==> src/rtl/rr_mux_select_arb.sv <==
// Four-way round-robin arbiter driving the select pair of a downstream 4:1 mux.
// Optional forced release after MAX_HOLD cycles is enabled by defining ARB_TIMEOUT_EN.
module rr_mux_select_arb #(
  parameter int CNT_W    = 8,
  parameter int MAX_HOLD = 16
) (
  input  logic             clk,
  input  logic             reset,
  input  logic [3:0]       req,
  input  logic             done,
  output logic [3:0]       gnt,
  output logic             s0,
  output logic             s1,
  output logic             valid,
  output logic [CNT_W-1:0] gnt_count,
  output logic             timeout
);

  typedef enum logic {
    IDLE  = 1'b0,
    GRANT = 1'b1
  } state_e;

  // Circular scan starting one past 'last'; the i==4 step lands on 'last'
  // itself, so the previous owner only wins when nobody else is asking.
  function automatic logic [1:0] rr_pick(input logic [3:0] r, input logic [1:0] last);
    logic [1:0] idx;
    logic [1:0] win;
    logic       found;
    win   = last;
    found = 1'b0;
    for (int i = 1; i <= 4; i++) begin
      idx = last + 2'(i);
      if (!found && r[idx]) begin
        win   = idx;
        found = 1'b1;
      end
    end
    return win;
  endfunction

  state_e           state_q, state_d;
  logic [1:0]       cur_q, cur_d;
  logic [1:0]       last_idx_q, last_idx_d;
  logic [3:0]       gnt_q, gnt_d;
  logic             valid_q, valid_d;
  logic [CNT_W-1:0] gnt_count_q, gnt_count_d;

  logic             natural_rel;
  logic             forced_rel;
  logic             grant_new;
  logic [1:0]       win;

`ifdef ARB_TIMEOUT_EN
  logic [7:0]       hold_cnt_q, hold_cnt_d;
  logic             timeout_q, timeout_d;

  assign forced_rel = (hold_cnt_q == 8'(MAX_HOLD - 1));
`else
  assign forced_rel = 1'b0;
`endif

  assign natural_rel = done | ~req[cur_q];

  always_comb begin
    // NOTE: every signal written here gets a default first, so no path can
    // leave one unassigned and infer a latch.
    state_d     = state_q;
    cur_d       = cur_q;
    last_idx_d  = last_idx_q;
    gnt_d       = gnt_q;
    valid_d     = valid_q;
    gnt_count_d = gnt_count_q;
    grant_new   = 1'b0;
    win         = 2'd0;
`ifdef ARB_TIMEOUT_EN
    timeout_d   = 1'b0;
    hold_cnt_d  = (state_q == GRANT) ? hold_cnt_q + 8'd1 : hold_cnt_q;
`endif

    case (state_q)
      IDLE: begin
        if (|req) begin
          grant_new = 1'b1;
          win       = rr_pick(req, last_idx_q);
        end
      end
      GRANT: begin
        if (natural_rel || forced_rel) begin
          last_idx_d = cur_q;
`ifdef ARB_TIMEOUT_EN
          timeout_d  = forced_rel & ~natural_rel;
`endif
          if (|req) begin
            // Re-arbitrate on the release edge so valid never dips.
            grant_new = 1'b1;
            win       = rr_pick(req, cur_q);
          end else begin
            state_d = IDLE;
            valid_d = 1'b0;
            gnt_d   = 4'b0000;
          end
        end
      end
      default: state_d = IDLE;
    endcase

    if (grant_new) begin
      state_d     = GRANT;
      cur_d       = win;
      gnt_d       = 4'b0001 << win;
      valid_d     = 1'b1;
      gnt_count_d = gnt_count_q + CNT_W'(1);
`ifdef ARB_TIMEOUT_EN
      hold_cnt_d  = 8'd0;
`endif
    end
  end

  // NOTE: sequential state uses non-blocking assignments so all flops update
  // together from values sampled before the edge.
  always_ff @(posedge clk or posedge reset) begin
    if (reset) begin
      state_q     <= IDLE;
      cur_q       <= 2'd0;
      last_idx_q  <= 2'd3;
      gnt_q       <= 4'b0000;
      valid_q     <= 1'b0;
      gnt_count_q <= '0;
    end else begin
      state_q     <= state_d;
      cur_q       <= cur_d;
      last_idx_q  <= last_idx_d;
      gnt_q       <= gnt_d;
      valid_q     <= valid_d;
      gnt_count_q <= gnt_count_d;
    end
  end

`ifdef ARB_TIMEOUT_EN
  always_ff @(posedge clk or posedge reset) begin
    if (reset) begin
      hold_cnt_q <= 8'd0;
      timeout_q  <= 1'b0;
    end else begin
      hold_cnt_q <= hold_cnt_d;
      timeout_q  <= timeout_d;
    end
  end

  assign timeout = timeout_q;
`else
  assign timeout = 1'b0;
`endif

  assign gnt       = gnt_q;
  assign s0        = cur_q[1];
  assign s1        = cur_q[0];
  assign valid     = valid_q;
  assign gnt_count = gnt_count_q;

endmodule

==> config.mk <==
export PLATFORM = sky130hd
export DESIGN_NAME = rr_mux_select_arb
export DESIGN_NICKNAME = d
export VERILOG_FILES = /design/src/rtl/rr_mux_select_arb.sv
export SDC_FILE = /design/constraint.sdc
export NUM_CORES = 1
export LEC_CHECK = 0
export ABC_AREA = 1
export BUFFER_PORTS_ARGS = -buffer_cell sky130_fd_sc_hd__buf_4
export CORE_UTILIZATION = 49
export DETAILED_ROUTE_END_ITERATION = 10
export GPL_ROUTABILITY_DRIVEN = 1
export PLACE_DENSITY = 0.79
export SLEW_MARGIN = 20
export SYNTH_ARGS = -nofsm -noshare
export SYNTH_HDL_FRONTEND = slang
export SYNTH_SLANG_ARGS = --single-unit
==> constraint.sdc <==
create_clock -name clk -period 2 [get_ports clk]
set_input_delay 0.1 -clock clk [delete_from_list [all_inputs] [get_ports clk]]
set_output_delay 0.1 -clock clk [all_outputs]
set_load 0.02 [all_outputs]
# == Word-level counts from Yosys, hierarchy flattened ==
# Cells that the tools add are included.
# W data, S select, Z words.
# word_totals
register_bits,18
output_inout_bits,16
word_cells,106
# classes
addsub,7
order_cmp,8
eq_ne,1
shifts,1
mux,63
bitwise_logic,3
reduce_logical,17
# ops
op,count
$mux W1,38
$lt A2 B3 Y1 const B,8
$mux W2,11
$bmux W1 S2,8
$mux W4,4
$add A2 B2 Y2 const B,4
$add A8 B1 Y8 const B,1
$logic_and A1 B1 Y1,6
$logic_not A1 Y1,6
$add A2 B1 Y2 const B,2
$pmux W2 S2,1
$reduce_bool A2 Y1,2
$reduce_or A4 Y1,1
$shl A1 B2 Y4 const A,1
$reduce_and A3 Y1,1
$ne A2 B2 Y1 const B,1
$not A1 Y1,2
$pmux W1 S2,1
$reduce_and A2 Y1,1
$or A1 B1 Y1,1

# == Depth between registers and ports, before layout ==
# depth
depth_word,27
depth_mapped,15
ltp_nobuf,14

# == Worst setup path after synthesis ==
# Ideal clock, no wire load.
# synth_timing
kind,flip-flop to flip-flop
start,register cur_q[0]
end,register gnt_count_q[6] (netlist: gnt_count[6])
setup_time_ns,0.124
t_arrival_ns,1.513
required_time_ns,1.876
setup_slack_ns,0.363
stages_incl_launch_ff,12
path_buffers,1
synth_period_minus_slack_ns,1.637
cell_sequence,dfrtp_1 buf_6 inv_8 nand2_4 nand3_4 nand3b_4 nand2_4 nor2_4 nor2_4 nor2_4 nand3_1 xor2_1
# synth_between
elab_chain_len,6
# synth_lines
item,line_no,source
"start, declared",43,"logic [1:0] cur_q, cur_d;"
"start signal, assigned",132,cur_q <= cur_d;
$bmux W1 S2,63,assign natural_rel = done | ~req[cur_q];
$mux W1 (implied by the code),63,
$not A1 Y1,63,
$or A1 B1 Y1,63,
$mux W1,89,if (natural_rel || forced_rel) begin
$pmux W1 S2,81,case (state_q)
"end signal, assigned",136,gnt_count_q <= gnt_count_d;
"end, declared",47,"logic [CNT_W-1:0] gnt_count_q, gnt_count_d;"
# No other way between the ends. The select of a mux whose other input is x is not followed.
# A chain may end at the register's enable or synchronous reset.

# == Worst setup path after layout ==
# layout_timing
start,register last_idx_q[0]
end,register gnt_q[0] (netlist: gnt[0])
# layout_between
elab_chain_len,23
# layout_lines
item,line_no,source
"start, declared",44,"logic [1:0] last_idx_q, last_idx_d;"
"start signal, assigned",133,last_idx_q <= last_idx_d;
$add A2 B1 Y2,33,idx = last + 2'(i);
$bmux W1 S2,34,if (!found && r[idx]) begin
$mux W1 (implied by the code),34,
$mux W1,34,
$mux W1,83,if (|req) begin
$mux W1,81,
$logic_not A1 Y1,34,
$logic_and A1 B1 Y1,34,
(+7 left out),--,
$mux W1,81,
$logic_not A1 Y1,34,
$logic_and A1 B1 Y1,34,
$mux W2 (*),34,
$mux W2 (*),83,
$pmux W2 S2 (*),81,
$shl A1 B2 Y4 (*),111,gnt_d = 4'b0001 << win;
$mux W4 (*),108,if (grant_new) begin
"end signal, assigned",134,gnt_q <= gnt_d;
"end, declared",45,"logic [3:0] gnt_q, gnt_d;"
# Mark *: on every way between the ends. The rest lies on a longest branch, timed or not. The select of a mux whose other input is x is not followed.

==> impl_metrics.yaml <==
run_status:
  outcome: "finished clean"
clock_network:
  ctsRootBufferMaster: "clkbuf_4"
  cts-resized-gates: 0
  ctsHtreeMaxLevel: 1
  cts_buffers: 3
  clock_latency_on_the_worst_skew_pair_ns: 0.29
  tritoncts: "built"
  clkSinkCount: 18
  clk_transition_reported_paths_ns: 0.10
  cts-root-to-sink-buffers: 2
sta:
  rsz0062_at_grt: "no"
  timing.slew.headroom_pct: 54.81
  final-hold-violation-count: 0
  timing.final.crit_period_ns: 1.832
  setup_violations: 0
  tightest_slew_ns: 0.6771
  final_total_negative_setup_slack_ns: 0
  drv_slew: 0
  timing.fmax_mhz: 545.8
  min_period_over_period_pct: 91.61
  fin_skew_ns: 0.002415
setup_path:
  cp.arrival_ns: 2.07
  setup.worst_path.start_class: "flip-flop"
  timing.setup.critical_path_class: "reg -> reg"
  setup.worst_path.end_class: "flip-flop"
  path_max_fanout: 8
  cp.required_ns: 2.24
synthesis:
  synth_warnings: 0
  synth_cells: 198
  synth_top_area_share_pct: 26.47
  post_synth_instance_area_mm2: 0.001513
  cell_type_contributing_the_most_total_cell_area_after_synthesis: "dfrtp_1"
  number_of_enable_flip_flop_cells_after_synthesis: 0
  asyncSetResetFlopFracSynth_pct: 100.0
  synth.distinct_cells: 33
  yosys_register_bits: 18
  synth.net_count: 206
  yosys_most_used_dff: "dfrtp_1"
  leading_cell_types_by_total_area_after_synthesis: "dfrtp_1, nand2_1, nand2_4, nand3_1, nand2_2"
  yosysSeqAreaShare_pct: 29.94
  syn-mean-instance-area_um2: 7.640
cells_and_area:
  stdcell_count: 256
  antenna-diode-count: 0
  n_fill_cell: 241
  synthToLayoutAreaGrowth_pct: 15.80
  layout-drive-gt1-share_pct: 34.22
  final_net_count: 234
pwr:
  peakVddDrop_v: 0.001045
  switching_share_pct: 53.38
  combPwrFrac_pct: 70.6
  net-switching-power_uw: 1774
  power_leakage_uw: 0.0009456
  seq_power_share_pct: 22.8
  p_int_uw: 1549
  power.density_cell_area_mw_per_mm2: 1897
  share_clk_of_total_power_pct: 6.6
min_path:
  min_delay_path_class: "in -> reg"
routing:
  drt-total-wl_um: 2967
  route.detailed.wl_per_inst_um: 11.59
  count_of_routing_violations_after_the_opening_detailed_route_iteration: 47
  drt-vias-per-instance: 5.137
  vias: 1315
  drt-pass1-iter-count: 4
  drt_drc_violations_left: 0
  antenna_violating_nets_post_route: 0
placed_design:
  hpwl_um: 2272
  weighted_congestion_reported_at_the_end_of_routability_driven_placement: 0.8002
  dp_cells: 248
  numPortBuffers: 21
floorplanning:
  pin_count: 23
  floorplan.core_area_mm2: 0.002829
  dieWidth_um: 57.56
  std_cell_rows: 19
  die_area_mm2: 0.003313
  initial_core_utilization_pct: 53.47
  die_height_um: 57.56
global_routing:
  grt_first_pass_wirelength_um: 5244
  gr-total-overflow: 0
  grt_start_max_net_pins: 19
  combined_global_route_utilization_of_all_metal_layers_pct: 19.89
  grt_antenna_before_repair: 0
  grt_pass1_vias: 1215
flow_run:
  cap_violations: 0
## timing repair
item / CTS / global route
setup endpoints to repair: 0 / 2
buffers inserted: 0 / 3
endpoints found under the hold margin: 16 / 0
hold buffers: 1 / 0
## layout make-up
type	instances	area [um2]	area share [%]
multi-input combinational	157	937.1	53.50
sequential	18	452.9	25.86
timing repair buffer	27	205.2	11.71
inverter	19	81.33	4.643
tap	31	38.79	2.214
clock buffer	4	36.28	2.071
## synth_stat cells (2+ instances only)
master,number
nand2_1,70
nand3_1,21
dfrtp_1,16
nand2_2,16
inv_1,15
nand2_4,10
nor2_4,5
a21oi_1,4
xor2_1,4
buf_6,3
nor2_1,3
o21ai_1,3
dfstp_2,2
inv_2,2
nand3_4,2
nand4_1,2
nand4_2,2
o21ai_0,2
xnor2_1,2
## worst paths after layout
kind,end,slack (ns),start,cells after the start
min,state_q,0.1,req[0],3
max in group asynchronous,gnt_count[3],1.11,reset,3
min in group asynchronous,gnt[0],0.46,reset,3
max reg2reg,gnt[0],0.17,last_idx_q[0],12
max,gnt[0],0.17,last_idx_q[0],12
min reg2reg,gnt[3],0.51,gnt[3],2
## through the flow
stage	setup slack [ns]	utilization [%]	hold slack, ns	total power (uW)	cell area (um2)
2_1_floorplan	0.3633	-	0.03711	2576	1513
3_5_place_dp	0.1515	59.49	0.2420	3055	1683
4_1_cts	0.1048	61.12	0.09220	3293	1729
3_3_place_gp	0.2246	59.49	0.2449	3024	1683
5_1_grt	0.008671	61.92	0.09094	3654	1752
6_report	0.1679	61.92	0.09929	3323	1752
## state kept, by name (all words and copies together) (netlist names)
| signal | flops |
|---|---|
| gnt_count | 8 |
| state_q | 1 |
| gnt | 4 |
| valid | 1 |
| cur_q | 2 |
| last_idx_q | 2 |
## routing by layer
layer	up-vias	global-route usage (%)	part of all wire [%]
li1	686	-	-
met1	610	27.65	49
met2	19	32.06	48
met3	0	4.989	3.3
met4	0	2.787	0
met5	-	0	0
## worst max-delay path, stage by stage, from the launching register on
cell and delay, ns:
dfstp_2 0.62, inv_1 0.13, nand2_1 0.08, nand2_1 0.09, nand2_4 0.10, nand2_4 0.08
nor2_8 0.09, nand3_1 0.08, nand3_1 0.12, nand2_2 0.08, nor2_2 0.14, nand3_1 0.10
nand2_1 0.07
## logic make-up after synthesis
kind of cell,Yosys count,synth area share [%]
xor+xnor,6,3.474
fa+ha+maj,1,0.8270
simple gates,136,51.78
buf+inv,23,8.106
compound gates,13,5.625
other cells,1,0.2479
flops,18,29.94
## placed cells by master, fill, tap and decap left out, drive strengths merged, types with 4 or more instances in the layout
| cell type | instances |
|---|---|
| xor2 | 4 |
| nor2 | 10 |
| buf | 26 |
| clkbuf | 4 |
| nand2 | 96 |
| dfrtp | 16 |
| nand4 | 4 |
| inv | 19 |
| a21oi | 5 |
| nand3 | 24 |
| o21ai | 6 |
## power by group through the flow
stage / registers [uW] / logic, uW / clock network (uW)
global route: 781 / 2630 / 246
global placement: 767 / 2260 / 0
CTS: 764 / 2300 / 228
detailed placement: 771 / 2280 / 0
floorplan: 861 / 1720 / 0
finish: 757 / 2350 / 220
Note: power is estimated with default switching activity, not from simulation.
